## src/rtl/menuscreen_pkg.sv

```systemverilog
// Shared types and constants for the menu-screen fade controller.
package menuscreen_pkg;

  typedef enum logic [1:0] {BLACK, FADE_IN, SHOWN, FADE_OUT} fade_state_t;

  localparam int unsigned FADE_LEVEL_W = 5;
  localparam int unsigned FADE_MAX     = 16;

endpackage

```

## src/rtl/fade_scaler.sv

```systemverilog
// Registered three-channel brightness scaler: out = en ? (c * level) >> 4 : 0.
module fade_scaler
  import menuscreen_pkg::*;
(
  input  logic                    Clk,
  input  logic                    Reset_n,
  input  logic                    en,
  input  logic [FADE_LEVEL_W-1:0] level,
  input  logic [3:0]              red_in,
  input  logic [3:0]              green_in,
  input  logic [3:0]              blue_in,
  output logic [3:0]              red_out,
  output logic [3:0]              green_out,
  output logic [3:0]              blue_out
);

  // Level 16 is the identity scale, so the 9-bit product never needs bit 8.
  function automatic logic [3:0] scale(input logic [3:0] c, input logic [FADE_LEVEL_W-1:0] lvl);
    logic [8:0] prod;
    prod = {5'b0, c} * {4'b0, lvl};
    return prod[7:4];
  endfunction

  always_ff @(posedge Clk or negedge Reset_n) begin
    if (!Reset_n) begin
      red_out   <= '0;
      green_out <= '0;
      blue_out  <= '0;
    end else if (en) begin
      red_out   <= scale(red_in, level);
      green_out <= scale(green_in, level);
      blue_out  <= scale(blue_in, level);
    end else begin
      red_out   <= '0;
      green_out <= '0;
      blue_out  <= '0;
    end
  end

endmodule

```

## src/rtl/menuscreen_fade_ctrl.sv

```systemverilog
// Menu-screen fade sequencer: timed brightness ramp plus a two-stage palette/scale pixel pipe.
module menuscreen_fade_ctrl
  import menuscreen_pkg::*;
#(
  parameter int unsigned STEP_FRAMES = 4,
  parameter int unsigned MAX_LEVEL   = 16
) (
  input  logic                    Clk,
  input  logic                    Reset_n,
  input  logic                    start_in,
  input  logic                    start_out,
  input  logic                    frame_tick,
  input  logic [7:0]              index_in,
  input  logic                    display_en,
  output logic [7:0]              pal_index,
  input  logic [3:0]              pal_red,
  input  logic [3:0]              pal_green,
  input  logic [3:0]              pal_blue,
  output logic [3:0]              vga_red,
  output logic [3:0]              vga_green,
  output logic [3:0]              vga_blue,
  output logic [FADE_LEVEL_W-1:0] level,
  output logic                    busy,
  output logic                    done
);

  localparam logic [7:0]              CntLast = 8'(STEP_FRAMES - 1);
  localparam logic [FADE_LEVEL_W-1:0] LvlMax  = FADE_LEVEL_W'(MAX_LEVEL);

  fade_state_t state;
  logic [7:0]  frame_cnt;
  logic        en_d1;
  logic        accept_in;
  logic        accept_out;

  assign busy       = (state == FADE_IN) || (state == FADE_OUT);
  // The legal source states of the two commands are disjoint, so start_out priority is trivial.
  assign accept_out = start_out && ((state == SHOWN) || (state == FADE_IN));
  assign accept_in  = start_in && ((state == BLACK) || (state == FADE_OUT)) && !accept_out;

  always_ff @(posedge Clk or negedge Reset_n) begin
    if (!Reset_n) begin
      pal_index <= '0;
      en_d1     <= 1'b0;
    end else begin
      pal_index <= index_in;
      en_d1     <= display_en;
    end
  end

  always_ff @(posedge Clk or negedge Reset_n) begin
    if (!Reset_n) begin
      state     <= BLACK;
      level     <= '0;
      frame_cnt <= '0;
      done      <= 1'b0;
    end else begin
      done <= 1'b0;
      if (accept_out) begin
        state     <= FADE_OUT;
        frame_cnt <= '0;
      end else if (accept_in) begin
        state     <= FADE_IN;
        frame_cnt <= '0;
      end else if (busy && frame_tick) begin
        if (frame_cnt == CntLast) begin
          frame_cnt <= '0;
          // A reversal can start a fade already at its end level; the clamp finishes it.
          if (state == FADE_IN) begin
            if (level >= LvlMax - 5'd1) begin
              level <= LvlMax;
              state <= SHOWN;
              done  <= 1'b1;
            end else begin
              level <= level + 5'd1;
            end
          end else begin
            if (level <= 5'd1) begin
              level <= '0;
              state <= BLACK;
              done  <= 1'b1;
            end else begin
              level <= level - 5'd1;
            end
          end
        end else begin
          frame_cnt <= frame_cnt + 8'd1;
        end
      end
    end
  end

  fade_scaler u_scaler (
    .Clk       (Clk),
    .Reset_n   (Reset_n),
    .en        (en_d1),
    .level     (level),
    .red_in    (pal_red),
    .green_in  (pal_green),
    .blue_in   (pal_blue),
    .red_out   (vga_red),
    .green_out (vga_green),
    .blue_out  (vga_blue)
  );

endmodule
```

## config.mk

```make
export PLATFORM = sky130hd
export DESIGN_NAME = menuscreen_fade_ctrl
export DESIGN_NICKNAME = d
export VERILOG_FILES = /design/src/rtl/menuscreen_pkg.sv /design/src/rtl/fade_scaler.sv /design/src/rtl/menuscreen_fade_ctrl.sv
export SDC_FILE = /design/constraint.sdc
export NUM_CORES = 1
export LEC_CHECK = 0
export ABC_CLOCK_PERIOD_IN_PS = 7000
export CAP_MARGIN = 20
export CORE_MARGIN = 5
export CORE_UTILIZATION = 60
export CTS_BUF_LIST = sky130_fd_sc_hd__clkbuf_8
export CTS_CLUSTER_SIZE = 10
export DETAILED_ROUTE_END_ITERATION = 8
export MAX_ROUTING_LAYER = met4
export PLACE_DENSITY = 0.86
export SYNTH_ARGS = -nofsm -noshare
export SYNTH_HDL_FRONTEND = slang
export SYNTH_HIERARCHICAL = 1
export SYNTH_SLANG_ARGS = --single-unit
```

## constraint.sdc

```tcl
create_clock -name Clk -period 7 [get_ports Clk]
set_input_delay 1.05 -clock Clk [delete_from_list [all_inputs] [get_ports Clk]]
set_output_delay 1.05 -clock Clk [all_outputs]
set_load 0.005 [all_outputs]
```

* Word level (Yosys, flattened, before mapping)
Index checks and enable logic that the tools add are counted.
** Storage, ports and cells
- Bits in registers :: 37
- Latch bits :: 0
- Memory bits (writable) :: 0
- ROM bits :: 0
- Bits of input ports :: 26
- Output and inout port bits :: 27
- Word-level logic and storage cells :: 62
- Memories kept :: 0
** Cells by class
- Add/subtract/negate cells :: 3
- $mul :: 3
- Div/mod/pow operators :: 0
- Magnitude comparators :: 2
- Equal/unequal tests :: 5
- Shift operators :: 0
- Muxes and demuxes :: 24
- Bitwise gates (word level) :: 2
- Reductions and logical operators :: 14
** Operators by type and width (number)
- $mux W8 :: 4
- $mul A4 B5 Y8 :: 3
- $mux W5 :: 3
- $mux W2 :: 7
- $mux W4 :: 3
- $add A8 B1 Y8 const B :: 1
- $eq A8 B2 Y1 const B :: 1
- $reduce_and A4 Y1 :: 2
- $mux W1 :: 7
- $reduce_bool A3 Y1 :: 2
- $add A5 B1 Y5 const B :: 1
- $ge A5 B4 Y1 const B :: 1
- $le A5 B1 Y1 const B :: 1
- $sub A5 B1 Y5 const B :: 1
- $eq A2 B2 Y1 const B :: 2
- $logic_and A1 B1 Y1 :: 4
- $ne A4 B3 Y1 const B :: 1
- $reduce_bool A4 Y1 :: 1
- $logic_or A1 B1 Y1 :: 3
- $eq A2 B1 Y1 const B :: 1
- $logic_not A2 Y1 :: 1
- $not A1 Y1 :: 2
- $logic_not A1 Y1 :: 1

* Logic depth before layout (Yosys ltp)
- Depth in word-level cells :: 7
- Depth in mapped cells :: 11
- Mapped depth without buffers :: 10

* Hierarchy
Netlist, hierarchy kept.
** Modules (own cells, without submodules)
- fade_scaler :: times used 1, cells an instance 197, area each 1800.5 µm², seq. area each 300.3 µm²
- menuscreen_fade_ctrl :: times used 1, cells an instance 117, area each 1270.0 µm², seq. area each 625.6 µm²

* Worst setup path before layout
OpenSTA, ideal clock, no wires.
- Kind :: input port to flip-flop
- Start point :: in pal_green[3]
- End point :: reg u_scaler.green_out[3]
- Library setup time :: 78 ps
- Arrival time :: 3453 ps
- Data required time :: 6922 ps
- Setup slack :: 3469 ps
- Cell stages on the path :: 10
- Buffers on the path :: 0
- Path through :: and2_1 -> fa_1 -> inv_1 -> fa_1 -> inv_1 -> ha_1 -> nand3_1 -> o2111ai_4 -> a2111oi_2 -> o21bai_1
** Between the ends
- Word-level cells in the longest chain between the ends :: 2
** RTL lines
- start, declared :: line menuscreen_fade_ctrl.sv:17 : input logic [3:0] pal_green,
- $mul A4 B5 Y8 :: line fade_scaler.sv:20 : prod = {5'b0, c} * {4'b0, lvl};
- $mux W4 :: line fade_scaler.sv:29 : end else if (en) begin
- end signal, assigned :: line fade_scaler.sv:31 : green_out <= scale(green_in, level);
- end, declared :: line fade_scaler.sv:13 : output logic [3:0] green_out,
No other way between the ends.
A chain may end at the register's enable or synchronous reset.

* Worst setup path after layout
- Start point :: in pal_blue[3]
- End point :: reg u_scaler.blue_out[3]
** Between the ends
- Word-level cells in the longest chain between the ends :: 2
** RTL lines
- start, declared :: line menuscreen_fade_ctrl.sv:18 : input logic [3:0] pal_blue,
- $mul A4 B5 Y8 :: line fade_scaler.sv:20
- $mux W4 :: line fade_scaler.sv:29
- end signal, assigned :: line fade_scaler.sv:32 : blue_out <= scale(blue_in, level);
- end, declared :: line fade_scaler.sv:14 : output logic [3:0] blue_out
No other way between the ends.

==> qor.txt <==
FF-to-FF setup slack - 3530 ps
Pin count of the biggest net entering global routing - 38
Nets - 439
Worst Setup Start Kind - primary input
Die area - 6650 um^2
Crit path time final - 3960 ps
Number of global-route vias before repair - 2402
Peak Freq - 0.253 GHz
Worst Setup SP - pal_blue[3]
Synthesized area - 3070 um^2
PostCTS Resize Cnt - 0
Site row count - 26
Vias per cell - 5.73
ANT nets after route - 0
R2R Path End - u_scaler/blue_out[3]
P per Cell Area - 178 nW/um^2
Setup Skew - 8.92 ps
Worst setup endpoint - u_scaler/blue_out[3]
N_diodes - 0
Pre-Repair DR Iteration Count - 4
Synth Warn # - 6
Tot GR Track Use - 0.223
Initial Util - 0.609
Hold path start - state[0]
FF+latch count, synth - 37
Max-Cap Viols - 0
Fin cells - 435
Global-route wire length before repair - 11200 um
RR Startpoint - level[1]
HPWL Detailed - 5170 um
Aggregate global routing overflow - 0
Yosys cell types - 48
Mapped Nets - 389
Crit Path Max Fanout - 5
Initial antenna violation count - 0
Worst hold path class - register to register
Cell count after placement - 427
Post-route core utilization - 0.738
Num CTS Buffers - 5
Clock-pin slew on the worst setup and hold paths - 80 ps
I/O pins - 53
Wire length per cell - 15.5 um
Synth async-reset ratio - 1.00
Port bufs - 52
Worst slew pin tran - 806 ps
Crit share post-route - 0.566
Crit path kind - primary input to register
Worst Path Required - 7210 ps
Area Overhead vs Synth - 21.2%
Post-synth EDFFs - 0
Sequential element share of the synthesized area - 0.302
RD Place Congestion - 0.831
CTS tree - yes
Remaining DRCs - 0
1st-iter DRT viols - 107
Status - complete, no violations
# setup viols final - 0
Final Max Tran Viols - 0
Clk root buf - clkbuf_8
Mean Syn Cell Area - 9.78 um^2
VDD IR-drop max - 118 uV
Synth Instances - 314
Fin Setup TNS - 0 ps
Top FF cell, synth - dfrtp_1
Unrepaired setup endpoints after global routing - false
Die width - 81.5 um
Share of post-route cells with drive strength above 1 - 0.0740
Final WL - 6730 um
Post-CTS setup repair buffer count - 0
Leak - 1.72 nW
Core ar. - 5040 um^2
Htree depth - 2
Reg2reg path depth - 10
Bufs on Longest Clock Path - 2
Worst endpoint data arrival time - 4170 ps
Chip height - 81.5 um
Clock sinks - 37
Endpoints failing hold - 0
Post-CTS Hold Fix Bufs - 0
Vias - 2493
Pwr Total - 0.664 mW
Critical Path Sink Type - register
Relative slew slack - 0.462
Worst-Skew Late Latency - 280 ps
per-layer routing:
layer,global-route usage,share of wire,vias up
met2,0.374,0.51,83
li1,-,-,1186
met4,0.0676,0.0086,0
met5,-,0,-
met1,0.278,0.41,1218
met3,0.0362,0.071,6
flip-flops by register name, indices dropped and copies added, names as in the netlist:
name and cells:
level 5, done 1, u_scaler/red_out 4, pal_index 8
u_scaler/green_out 4, frame_cnt 8, state 2, en_d1 1
u_scaler/blue_out 4
worst max-delay path, stage by stage:
cell	delay, ps
clkdlybuf4s50_1	470
and2_1	210
fa_1	560
inv_1	60
fa_1	520
inv_1	40
ha_1	340
nand3_1	170
o2111ai_4	160
a2111oi_2	410
o21bai_1	170
cells in the final DEF (no fill, tap or decap), types with 2 or more instances in the layout:
| master | Yosys | final |
|---|---|---|
| nand2b_1 | 2 | 2 |
| clkbuf_8 | 0 | 7 |
| nand4_1 | 6 | 6 |
| and3_2 | 2 | 2 |
| o2111ai_4 | 3 | 3 |
| a21oi_1 | 9 | 9 |
| mux2i_1 | 2 | 2 |
| nor3_1 | 4 | 4 |
| nor3b_1 | 3 | 3 |
| nand4_2 | 3 | 3 |
| fa_1 | 15 | 15 |
| xor2_1 | 4 | 4 |
| o211ai_1 | 3 | 3 |
| ha_1 | 34 | 34 |
| o21ai_0 | 6 | 6 |
| and2_1 | 27 | 27 |
| o2111ai_1 | 3 | 3 |
| clkdlybuf4s50_1 | 0 | 51 |
| nand2_1 | 41 | 41 |
| or3_1 | 3 | 3 |
| a211oi_1 | 7 | 7 |
| o21bai_1 | 7 | 7 |
| inv_1 | 29 | 29 |
| nor2_1 | 14 | 14 |
| xnor2_1 | 10 | 10 |
| or2_1 | 3 | 3 |
| nand3_1 | 6 | 6 |
| dfrtp_1 | 37 | 37 |
| a2111oi_2 | 3 | 3 |
| o31ai_1 | 2 | 2 |
synthesized netlist by cell type (all sizes together) (2+ instances only):
| master | count | area share |
|---|---|---|
| dfrtp | 37 | 0.30 |
| nor3b | 3 | 0.0073 |
| mux2i | 2 | 0.0065 |
| nor3 | 5 | 0.0098 |
| o31ai | 2 | 0.0049 |
| nand2b | 2 | 0.0041 |
| nand4 | 9 | 0.024 |
| nor2 | 14 | 0.017 |
| inv | 29 | 0.035 |
| xor2 | 4 | 0.011 |
| clkbuf | 4 | 0.0049 |
| o21bai | 7 | 0.017 |
| fa | 15 | 0.098 |
| o211ai | 3 | 0.0073 |
| and3 | 4 | 0.011 |
| nand3 | 6 | 0.0098 |
| xnor2 | 10 | 0.029 |
| and2 | 27 | 0.055 |
| or2 | 4 | 0.0082 |
| buf | 5 | 0.012 |
| a211oi | 7 | 0.017 |
| a2111oi | 3 | 0.015 |
| o21ai | 6 | 0.0098 |
| ha | 34 | 0.14 |
| o2111ai | 6 | 0.034 |
| or3 | 3 | 0.0061 |
| a21oi | 10 | 0.018 |
| nand2 | 41 | 0.050 |
logic make-up (layout without fill, tap and decap cells):
| kind of cell | count (synthesis) | after routing | share of synthesized area |
|---|---|---|---|
| multiplexers | 3 | 3 | 0.0102 |
| adder cells (fa/ha/maj) | 49 | 49 | 0.236 |
| XOR/XNOR | 14 | 14 | 0.0399 |
| AO/OA/AOI/OAI | 52 | 52 | 0.144 |
| AND/OR/NAND/NOR | 121 | 121 | 0.216 |
| buffers and inverters | 38 | 89 | 0.0526 |
| flip-flops | 37 | 37 | 0.302 |
power by group:
part	leakage [nW]	internal (mW)	total, mW	switching, mW
clock network	0.0542	0.0890	0.163	0.0740
registers	0.486	0.231	0.264	0.0335
logic	1.18	0.111	0.236	0.126
total	1.72	0.430	0.664	0.233
per-stage QoR:
| step | hold slack (ps) | setup slack [ps] | instance area [um^2] |
|---|---|---|---|
| finish | 567 | 3040 | 3720 |
| floorplan | 502 | 3470 | 3070 |
| global placement | 528 | 2930 | 3620 |
| detailed placement | 546 | 2730 | 3620 |
| CTS | 563 | 3060 | 3720 |
| global route | 596 | 2910 | 3720 |
worst min path at each step:
stage	end	slack (ps)	cells after the start
floorplan	state[0]	500	2
global placement	state[0]	530	2
detailed placement	state[0]	550	2
CTS	state[0]	560	2
global route	state[0]	600	2
finish	state[0]	570	2
layout make-up:
type                       count  area [um^2]
multi-input combinational    239         1980
timing repair buffer          52          515
clock inverter                 1         5.00
inverter                      29          109
tap                           70         87.6
sequential                    37          926
clock buffer                   7         96.3
fill                         369         1320
Power figures use the tool's default switching activity.
==> RTL change: new RTL, config.mk and constraints unchanged <==
Compare `frame_cnt` against `CntLast` with >= in place of ==.
--- a/src/rtl/menuscreen_fade_ctrl.sv
+++ b/src/rtl/menuscreen_fade_ctrl.sv
@@ -64,5 +64,5 @@
         frame_cnt <= '0;
       end else if (busy && frame_tick) begin
-        if (frame_cnt == CntLast) begin
+        if (frame_cnt >= CntLast) begin
           frame_cnt <= '0;
           // A reversal can start a fade already at its end level; the clamp finishes it.
Function: same outputs for any inputs over 10 cycles, from zero or initial values and one cycle with Reset_n low; that may be too few to reach the edited logic, so the function may still have changed.
==> RTL change against the original RTL <==
- synthesized cell count down 3.8%
- cell count shrank 3.2%
- sequential cell count did not move
- power fell by 14%
- first-iteration DRC count rose by 50%
- design area decreased by 2.9%
- worst setup slack improved by 0.065 ns
- wire length fell by 3.3%
- fmax is 1.7% higher
- combinational power decreased by 27%
- area after synthesis fell by 3.3%
- via count down 3.5%
- critical endpoint unchanged
- largest cell class unchanged
==> RTL change: results (changes against the original RTL) <==
Route
  • DR WL/cell: 15.4 um (about the same)
  • Routed wl met2: 3200 um (-6.0%)
  • Number of vias per cell: 5.71 (-0.32%)
  • M1 WL: 2790 um (+0.11%)
  • Final wirelength: 6500 um (-3.3%)
  • First-pass detailed-route iteration total: 4 (unchanged)
  • Starting DRT DRC Count: 161 (+50%)
  • Routed wl met3: 412 um (-14%)
  • Top routing layer in use: met4

Synth
  • Post-synth top cells: nand2_1 (39), dfrtp_1 (37), ha_1 (34), inv_1 (30), and2_1 (27)
  • Yosys cell types: 43 (-10%)
  • Avg Inst Size Synth: 9.84 um2 (+0.58%)
  • Post-synthesis sequential area ratio: 31.2% (+1.0 points)
  • Post-Synth XOR/XNOR Area: 2.65% (-1.3 points)
  • Synth Area in Adders: 24.4% (+0.80 points)
  • Synth area leaders: dfrtp_1 (31%), ha_1 (14%), fa_1 (10%)
  • Synthesized Nets: 377 (-3.1%)
  • Complex-gate fraction of the synthesized area: 15.4% (+1.0 points)
  • Post-synthesis mux area share: 1.39% (+0.37 points)

Power
  • Sw frac: 34.0% (-1.2 points)
  • Peak VDD IR: 0.107 mV (-9.5%)
  • Pleak: 1.71 nW (-1.0%)

Final layout
  • Filler instances: 350 (-5.1%)
  • Post-layout nets: 428 (-2.5%)
  • Top flop regs: frame_cnt: 8 flops, pal_index: 8 flops, level: 5 flops
  • Layout cell share with drive strength beyond 1: 7.06% (-0.34 points)

STA
  • Max frequency: 0.257 GHz (+1.7%)
  • Worst hold slack: 0.540 ns (-0.0267 ns)
  • Max-slew headroom: 47.0% (+0.79 points)
  • Worst Skew: 0.00648 ns (-0.00244 ns)

Global routing
  • Vias in the first global route: 2455 (+2.2%)
  • Met2 Track Usage GR: 38.6% (+1.2 points)
  • First-pass GRT wire length: 11000 um (-1.5%)
  • Met1 usage: 26.2% (-1.6 points)
  • All-Layer GR Usage: 22.7% (+0.36 points)
  • Met3 Use GR: 4.48% (+0.87 points)

Critical path
  • WP data arrival: 4.11 ns (-0.06 ns)
  • Reg-to-reg slack, setup: 3.55 ns (+0.02 ns)
  • Slowest stage cell, crit path: fa_1

Place
  • Dpl cells: 413 (-3.3%)
  • Placed wire-length estimate: 4900 um (-5.3%)
  • Worst slack, placed: 2.81 ns (+0.0832 ns)
  • Routability cong.: 0.838 (+0.83%)

Min path
  • Hold Path Stages: 1 (-1)

Run status
  • Status: finished, final reports clean
RTL change: cell types whose count changed after synthesis, sizes merged, moves of 3 or more:
cell | unedited run | this run
a211oi | 7 | 4
a21oi | 10 | 14
a41oi | 0 | 4
nor2 | 14 | 7
nor3 | 5 | 9
nor3b | 3 | 0
o2111ai | 6 | 3
xor2 | 4 | 0
RTL change: area by class of cell:
| class | instances | area share, % |
|---|---|---|
| multi-input combinational | 227 | 52.3 |
| inverter | 30 | 3.12 |
| sequential | 37 | 25.6 |
| clock buffer | 5 | 1.90 |
| clock inverter | 3 | 0.485 |
| timing repair buffer | 52 | 14.3 |
| tap | 67 | 2.32 |
RTL change: worst max-delay path: cells and delay by family:
family                     cells  cell delay [ns]
adders and majority gates      3             1.43
and+or+nand+nor                2             0.38
AOI/OAI and AO/OA              3             0.68
buffers and inverters          3             0.57
RTL change: how the worst max path moves through the flow:
stage | from | endpoint
after floorplan | pal_green[3] | u_scaler/green_out[3]
after global placement | pal_green[3] | u_scaler/green_out[3]
after detailed placement | pal_green[3] | u_scaler/green_out[3]
after CTS | pal_blue[3] | u_scaler/blue_out[3]
after global routing | pal_blue[3] | u_scaler/blue_out[3]
final | pal_blue[3] | u_scaler/blue_out[3]
RTL change: per-stage QoR:
stage | cell area (um2) | power, mW
after floorplan | 2970 | 0.364
after global placement | 3530 | 0.424
after detailed placement | 3530 | 0.429
after CTS | 3610 | 0.576
after global routing | 3610 | 0.612
final | 3610 | 0.570
RTL change: power by group through the flow:
stage | Clock [mW] | Combinational, mW | Sequential [mW]
finish | 0.145 | 0.173 | 0.253
global route | 0.162 | 0.196 | 0.255
CTS | 0.150 | 0.174 | 0.252
detailed placement | 0 | 0.173 | 0.256
global placement | 0 | 0.168 | 0.256
floorplan | 0 | 0.120 | 0.244
